<file path="config.mk">
export PLATFORM = sky130hd
export DESIGN_NAME = trap_ctrl
export DESIGN_NICKNAME = d
export VERILOG_FILES = /design/src/rtl/rv_csr_pkg.sv /design/src/rtl/trap_vec.sv /design/src/rtl/trap_ctrl.sv
export SDC_FILE = /design/constraint.sdc
export NUM_CORES = 1
export LEC_CHECK = 0
export ABC_AREA = 1
export CAP_MARGIN = 20
export CORE_ASPECT_RATIO = 1.25
export CORE_MARGIN = 1
export CORE_UTILIZATION = 45
export DETAILED_ROUTE_END_ITERATION = 16
export PLACE_DENSITY = 0.86
export SETUP_SLACK_MARGIN = 0.3
export SLEW_MARGIN = 10
export SYNTH_ARGS = -nofsm -noshare
export SYNTH_HDL_FRONTEND = slang
export SYNTH_SLANG_ARGS = --single-unit
</file>
<file path="constraint.sdc">
create_clock -name clk -period 4.87 [get_ports clk]
set_clock_uncertainty 0.1 [all_clocks]
set_input_delay 1.461 -clock clk [delete_from_list [all_inputs] [get_ports clk]]
set_output_delay 1.461 -clock clk [all_outputs]
set_load 0.01 [all_outputs]
</file>
<file path="src/rtl/rv_csr_pkg.sv">
// rtl/rv_csr_pkg.sv - shared CSR addresses, trap causes, mstatus fields and trap FSM states
package rv_csr_pkg;

    localparam logic [11:0] CSR_MSTATUS = 12'h300;
    localparam logic [11:0] CSR_MTVEC   = 12'h305;
    localparam logic [11:0] CSR_MEPC    = 12'h341;
    localparam logic [11:0] CSR_MCAUSE  = 12'h342;
    localparam logic [11:0] CSR_MTVAL   = 12'h343;

    localparam logic [31:0] CAUSE_ILLEGAL = 32'd2;
    localparam logic [31:0] CAUSE_BREAK   = 32'd3;
    localparam logic [31:0] CAUSE_ECALL_M = 32'd11;
    localparam logic [31:0] CAUSE_NONE    = 32'd63;

    localparam int MSTATUS_MIE    = 3;
    localparam int MSTATUS_MPIE   = 7;
    localparam int MSTATUS_MPP_LO = 11;
    localparam int MSTATUS_MPP_HI = 12;

    typedef enum logic [2:0] {
        IDLE    = 3'd0,
        T_EPC   = 3'd1,
        T_CAUSE = 3'd2,
        T_TVAL  = 3'd3,
        T_STAT  = 3'd4,
        T_REDIR = 3'd5,
        R_STAT  = 3'd6,
        R_REDIR = 3'd7
    } trap_state_e;

endpackage

</file>
<file path="src/rtl/trap_vec.sv">
// rtl/trap_vec.sv - trap handler address from mtvec, cause and interrupt flag
module trap_vec #(
    parameter int XLEN = 32
) (
    input  logic [XLEN-1:0] mtvec,
    input  logic [31:0]     cause,
    input  logic            is_irq,
    output logic [XLEN-1:0] target
);

    logic [XLEN-1:0] base;
    logic [XLEN-1:0] offset;
    logic [32:0]     offset_full;

    assign base        = {mtvec[XLEN-1:2], 2'b00};
    assign offset_full = {cause[30:0], 2'b00};
    assign offset      = XLEN'(offset_full);

    // Vectored mode only applies to interrupts; exceptions always land on the base.
    always_comb begin
        target = base;
        if (is_irq && (mtvec[1:0] == 2'b01)) begin
            target = base + offset;
        end
    end

endmodule

</file>
<file path="src/rtl/trap_ctrl.sv">
// rtl/trap_ctrl.sv - machine-mode trap/mret sequencer driving the CSR write port and fetch redirect
module trap_ctrl
    import rv_csr_pkg::*;
#(
    parameter int          XLEN      = 32,
    parameter logic [31:0] IRQ_CAUSE = 32'h8000000B
) (
    input  logic            clk,
    input  logic            rst,
    input  logic            i_valid,
    input  logic [XLEN-1:0] i_pc,
    input  logic [31:0]     i_inst,
    input  logic            i_excp_en,
    input  logic [31:0]     i_excp,
    input  logic            i_return,
    input  logic            i_irq,
    input  logic [XLEN-1:0] i_mstatus,
    input  logic [XLEN-1:0] i_mtvec,
    input  logic [XLEN-1:0] i_mepc,
    output logic            o_stall,
    output logic            o_flush,
    output logic            o_redirect,
    output logic [XLEN-1:0] o_pc_next,
    output logic            o_csr_we,
    output logic [11:0]     o_csr_waddr,
    output logic [XLEN-1:0] o_csr_wdata,
    output logic            o_busy
);

    trap_state_e     state_q;
    trap_state_e     state_d;

    logic [XLEN-1:0] pc_q;
    logic [31:0]     cause_q;
    logic [31:0]     inst_q;
    logic            irq_q;

    logic            latch_en;
    logic            latch_irq;
    logic            take_irq;
    logic            take_exc;
    logic            take_ret;
    logic [XLEN-1:0] trap_status;
    logic [XLEN-1:0] ret_status;
    logic [XLEN-1:0] vec_target;

    assign take_irq = i_valid && i_irq && i_mstatus[MSTATUS_MIE];
    assign take_exc = i_valid && i_excp_en;
    assign take_ret = i_valid && i_return;

    // mstatus images for trap entry and mret; fields not named here pass through untouched.
    always_comb begin
        trap_status                              = i_mstatus;
        trap_status[MSTATUS_MPIE]                = i_mstatus[MSTATUS_MIE];
        trap_status[MSTATUS_MIE]                 = 1'b0;
        trap_status[MSTATUS_MPP_HI:MSTATUS_MPP_LO] = 2'b11;

        ret_status                               = i_mstatus;
        ret_status[MSTATUS_MIE]                  = i_mstatus[MSTATUS_MPIE];
        ret_status[MSTATUS_MPIE]                 = 1'b1;
        ret_status[MSTATUS_MPP_HI:MSTATUS_MPP_LO]  = 2'b11;
    end

    trap_vec #(
        .XLEN(XLEN)
    ) u_trap_vec (
        .mtvec  (i_mtvec),
        .cause  (cause_q),
        .is_irq (irq_q),
        .target (vec_target)
    );

    // State register and trap context capture taken on the detection edge.
    always_ff @(posedge clk) begin
        if (rst) begin
            state_q <= IDLE;
            pc_q    <= '0;
            cause_q <= '0;
            inst_q  <= '0;
            irq_q   <= 1'b0;
        end else begin
            state_q <= state_d;
            if (latch_en) begin
                pc_q    <= i_pc;
                cause_q <= latch_irq ? IRQ_CAUSE : i_excp;
                inst_q  <= i_inst;
                irq_q   <= latch_irq;
            end
        end
    end

    // Next state and outputs; only the IDLE detection stall looks at the decode inputs.
    always_comb begin
        state_d     = state_q;
        latch_en    = 1'b0;
        latch_irq   = 1'b0;
        o_stall     = 1'b0;
        o_flush     = 1'b0;
        o_redirect  = 1'b0;
        o_pc_next   = '0;
        o_csr_we    = 1'b0;
        o_csr_waddr = '0;
        o_csr_wdata = '0;
        o_busy      = 1'b1;

        case (state_q)
            IDLE: begin
                o_busy = 1'b0;
                if (!rst) begin
                    if (take_irq) begin
                        o_stall   = 1'b1;
                        latch_en  = 1'b1;
                        latch_irq = 1'b1;
                        state_d   = T_EPC;
                    end else if (take_exc) begin
                        o_stall  = 1'b1;
                        latch_en = 1'b1;
                        state_d  = T_EPC;
                    end else if (take_ret) begin
                        o_stall = 1'b1;
                        state_d = R_STAT;
                    end
                end
            end
            T_EPC: begin
                o_stall     = 1'b1;
                o_csr_we    = 1'b1;
                o_csr_waddr = CSR_MEPC;
                o_csr_wdata = {pc_q[XLEN-1:2], 2'b00};
                state_d     = T_CAUSE;
            end
            T_CAUSE: begin
                o_stall     = 1'b1;
                o_csr_we    = 1'b1;
                o_csr_waddr = CSR_MCAUSE;
                o_csr_wdata = XLEN'(cause_q);
                state_d     = T_TVAL;
            end
            T_TVAL: begin
                o_stall     = 1'b1;
                o_csr_we    = 1'b1;
                o_csr_waddr = CSR_MTVAL;
                o_csr_wdata = (cause_q == CAUSE_ILLEGAL) ? XLEN'(inst_q) : '0;
                state_d     = T_STAT;
            end
            T_STAT: begin
                o_stall     = 1'b1;
                o_csr_we    = 1'b1;
                o_csr_waddr = CSR_MSTATUS;
                o_csr_wdata = trap_status;
                state_d     = T_REDIR;
            end
            T_REDIR: begin
                o_flush    = 1'b1;
                o_redirect = 1'b1;
                o_pc_next  = vec_target;
                state_d    = IDLE;
            end
            R_STAT: begin
                o_stall     = 1'b1;
                o_csr_we    = 1'b1;
                o_csr_waddr = CSR_MSTATUS;
                o_csr_wdata = ret_status;
                state_d     = R_REDIR;
            end
            R_REDIR: begin
                o_flush    = 1'b1;
                o_redirect = 1'b1;
                o_pc_next  = i_mepc;
                state_d    = IDLE;
            end
            default: begin
                o_busy  = 1'b0;
                state_d = IDLE;
            end
        endcase
    end

endmodule

</file>
### Word level (Yosys, flattened, before mapping)

Index checks and enable logic that the tools add are counted.

* muxes and demuxes: 25
* reduce and logical (&&, ||, !) cells: 9
* add/sub/neg operators: 1
* equal/unequal tests: 10

Operators with widths (number)
* 32-bit one-hot mux with 5 select lines: 1
* 32-bit two-way mux: 3
* 32-bit one-hot mux with 2 select lines: 1
* 10-bit one-hot mux with 4 select lines: 1
* 32-bit adder: 1
* 32-bit by 2-bit == test with 1-bit output, second input constant: 1
* 3-bit one-hot mux with 7 select lines: 1
* 1-bit two-way mux: 14
* 3-bit == test, second input constant: 4
* 3-bit two-way mux: 3
* 3-bit by 2-bit == test with 1-bit output, second input constant: 2
* 1-bit logical AND: 5
* 5-bit OR reduction: 1
* 4-bit inequality test, second input constant: 1
* 2-bit OR reduction: 2
* 3-bit by 1-bit == test with 1-bit output, second input constant: 1
* 3-bit zero test: 1
* 2-bit by 1-bit == test with 1-bit output, second input constant: 1
* 1-bit one-hot mux with 2 select lines: 1

* output and inout bits: 81
* input bits: 198
* flip-flop bits (word level): 100
* word-level logic and storage cells: 50

### Depth between registers and ports, before layout

* depth after elaboration: 6
* depth in mapped cells: 13
* gate-level depth less buffers: 13

### Hierarchy

Synthesis repeated with hierarchy kept, for this count alone.

* cell total of the unflattened synthesis: 1395
* area total of the unflattened synthesis: 8026.4 sq um

By module, submodules not included
* trap_ctrl: times used 1, sequential area each 1961.9 sq um, cells an instance 872, area an instance 5516.5 sq um
* trap_vec: times used 1, sequential area each 0.0 sq um, cells an instance 523, area an instance 2509.9 sq um

### Worst setup path before layout

Ideal clock, no wire load.

* kind: input-to-output
* start point: input port i_mtvec[2]
* end point: output port o_pc_next[14]
* path buffers: 0
* data arrival time: 2.991 ns
* slack: 0.318 ns
* data required time: 3.309 ns
* cell stages on the path: 9
* cells stage by stage: ha_1 > fa_1 > nand3_1 > nand3_1 > nand3_1 > nand3_1 > xor2_1 > nor2_1 > o21ai_0

* cells in the longest elaborated chain, start to end: 3

Ends and longest elaborated chain
* start: declaration: line trap_ctrl.sv:18 `input logic [XLEN-1:0] i_mtvec,`
* 32-bit adder: line trap_vec.sv:23 `target = base + offset;`
* 32-bit two-way mux: line trap_vec.sv:22 `if (is_irq && (mtvec[1:0] == 2'b01)) begin`
* 32-bit one-hot mux with 2 select lines: line trap_ctrl.sv:106 `case (state_q)`
* end: declaration: line trap_ctrl.sv:23 `output logic [XLEN-1:0] o_pc_next,`

No other way between the ends.

### Worst setup path in the final report

* start point: input port i_mtvec[5]
* end point: output port o_pc_next[11]

Same word-level chain as after synthesis.

==> results_dict.tcl <==
set metrics [dict create \
    yosys-top-cells-count "418 x nand2_1, 173 x nand3_1, 131 x inv_1" \
    grt_pass1_wl_um 44350 \
    max_freq_mhz 207.4 \
    yosysTopAreaCellShare_pct 26.79 \
    worst_slack_ns 0.04728 \
    regArea_um2 1962 \
    synth_area_leaders "dfxtp_1 27%, nand2_1 21%, nand3_1 12%, inv_1 6.7%, nor2_1 6.4%" \
    synth.most_common_cell "nand2_1" \
    rsz0062_at_grt "yes" \
    yosysUniqueCellTypes 36 \
    status "complete, no violations" \
    clk_latency_ns 0.33 \
    holdPathStages 2 \
    critPathLaunch "i_mtvec[5]" \
    synth-main-ff-cell "dfxtp_1" \
    yosysWarningCount 0 \
    ant_nets 0 \
    finalSetupViolCount 0 \
    ios 279 \
    route.vias.total 10042 \
    critPathCaptureType "output port" \
    p_int_w 0.002245 \
    combPwrFrac_pct 50.8 \
    final.setup.tns_ns 0 \
    power_leakage_nw 5.797 \
    core-area_um2 15760 \
    synth.ff_latch_count 98 \
    worst_ep_required_time_ns 3.31 \
    antenna_found_initial 0 \
    sw_frac_of_total_pct 38.93 \
    startpoint_type "input pin" \
    post-route-period-util_pct 99.03 \
    crit_type "in -> out" \
    drc 0 \
    cts_buffer_depth 2 \
    synth-edff-count 0 \
    rr_startpoint "state_q[2]" \
    cts_tree "built" \
    dp_cells 1719 \
    ff2ff_path_depth 7 \
    syn_inst 1225 \
    r2r_slack_ns 2.80 \
    htree_num_levels 3 \
    drive_gt1_share_pct 26.45 \
    via_per_inst 5.648 \
    hold_path.class "reg -> reg" \
    r2r-end "cause_q[31]" \
    synth_top_cell_by_area "dfxtp_1" \
    dp_hpwl_um 20210 \
    overflow 0 \
    multiInputGateArea_um2 5690 \
    utilization_pct 78.05 \
    crit_fanout 4 \
    wirelength_um 32370 \
    cts.sinks 98 \
    cts_hold_buf 0 \
    ir_worst_vdd_uv 311.4 \
    final-max-slew-violation-count 0 \
    nNetsFinal 1788 \
    dp_slack_ns -0.7913 \
    first_iter_violations 802 \
    area_delta_synth_final_pct 67.98 \
    total_power_w 0.003676 \
    synthArstFlopShare_pct 0 \
    drt_first_pass_iters 7 \
    grt_pass1_vias 9268 \
    p_sw_w 0.001431 \
    grt_usage_pct 33.84 \
    place_congestion 0.9484 \
    cts_root_buf "clkbuf_16" \
    min_period_ns 4.823 \
    maxCapViolCount 0 \
    critPathArrivalTime_ns 3.26 \
    clkPwrFrac_pct 21.0 \
    synth_area_um2 7323 \
    cellPowerDensity_nw_per_um2 298.8 \
    start_util_pct 46.46 \
    hold_violations 0 \
    cts_made_buffers 9 \
    io_buffers 267 \
    die_x_um 116.1 \
    yosysSeqAreaShare_pct 26.79 \
    fillers 1071 \
    avgSynthCellArea_um2 5.978 \
    crit_path_end "o_pc_next[11]" \
    clk_pin_slew_worst_paths_ns 0.07 \
    die_h_um 144.6 \
    maxSlewHeadroom_pct 50.05 \
    p_seq_share_pct 28.2 \
    rows 51 \
    worst_pin_slew_ns 0.7492 \
    stdcell_count 1778 \
    wl_per_cell_um 18.20 \
    grt_start_max_net_pins 76 \
    dieArea_um2 16790 \
]
[sequential cells by signal, summed over array words and instances (netlist names)]
signal   count
cause_q     32
inst_q      32
irq_q        1
pc_q        30
state_q      3
[placed cells by master (no fill, tap or decap), types with 25 or more instances in the layout]
cell and count:
clkdlybuf4s50_1 206, a221oi_1 28, inv_1 114, dfxtp_1 98, nor2_1 96, nand3_1 149, nand2_4 25, nand2_1 335
buf_2 35, buf_4 100, o31ai_1 25, ha_4 29, nand2_2 61
[layout make-up]
type | count | share of cell area (%)
Antenna cell | 1 | 0.02034
Clock buffer | 10 | 1.861
Clock inverter | 6 | 0.7933
Inverter | 136 | 4.231
Multi-Input combinational cell | 929 | 46.26
Sequential cell | 98 | 15.95
Tap cell | 212 | 2.156
Timing Repair Buffer | 386 | 28.73
[worst max-delay path, stage by stage]
cell,delay [ns]
buf_2,0.13
ha_4,0.27
nand2_4,0.11
inv_2,0.06
nand2_1,0.08
nand2_1,0.07
nand2_2,0.10
nand3_4,0.17
xnor2_1,0.21
nand2_1,0.23
o211ai_1,0.16
nand2_1,0.07
buf_2,0.15
[through the flow]
step / hold WS (ns) / cell area, µm²
2_1_floorplan: 0.3426 / 7346
3_3_place_gp: 0.3526 / 10550
3_5_place_dp: 0.3566 / 10570
4_1_cts: 0.3660 / 11750
5_1_grt: 0.3823 / 12300
6_report: 0.3644 / 12300
[power groups by stage]
stage	clock, W	sequential (W)	combinational [W]
after floorplan	0	0.000995	0.000818
after global placement	0	0.00103	0.00146
after detailed placement	0	0.00104	0.00148
after CTS	0.000782	0.00103	0.00165
after global routing	0.000817	0.00105	0.00200
final	0.000773	0.00104	0.00187
[metal layers]
metal | vias up | GRT usage, % | share of wire, %
met5 | - | 0 | 0
met4 | 0 | 21.05 | 6.9
met3 | 192 | 5.071 | 8.9
met2 | 646 | 60.06 | 48
met1 | 4566 | 37.60 | 36
li1 | 4638 | - | -
[how the worst min path moves through the flow]
| stage | startpoint | endpoint | slack, ns |
|---|---|---|---|
| global placement | pc_q[23] | pc_q[23] | 0.35 |
| global route | pc_q[29] | pc_q[29] | 0.38 |
| detailed placement | pc_q[11] | pc_q[11] | 0.36 |
| floorplan | pc_q[3] | pc_q[3] | 0.34 |
| CTS | pc_q[11] | pc_q[11] | 0.37 |
| finish | inst_q[13] | inst_q[13] | 0.36 |
[kinds of logic (layout without fill, tap and decap cells)]
logic type,Yosys count,in the layout,share of synthesized area [%]
buffers and inverters,204,538,12.16
other,1,8,0.05121
and+or+nand+nor,751,751,42.66
xor gates and xnor gates,13,13,1.555
DFF,98,98,26.79
AOI/OAI and AO/OA,128,128,11.55
adders and majority gates,30,30,5.228
[what timing repair did]
action,in CTS,in global routing
gates resized for setup,365,157
pin swaps,79,83
endpoints found under the hold margin,0,0
gates cloned,0,1
setup buffers,19,22
setup endpoints to repair,31,30
Note: power is estimated with default switching activity, not from simulation.
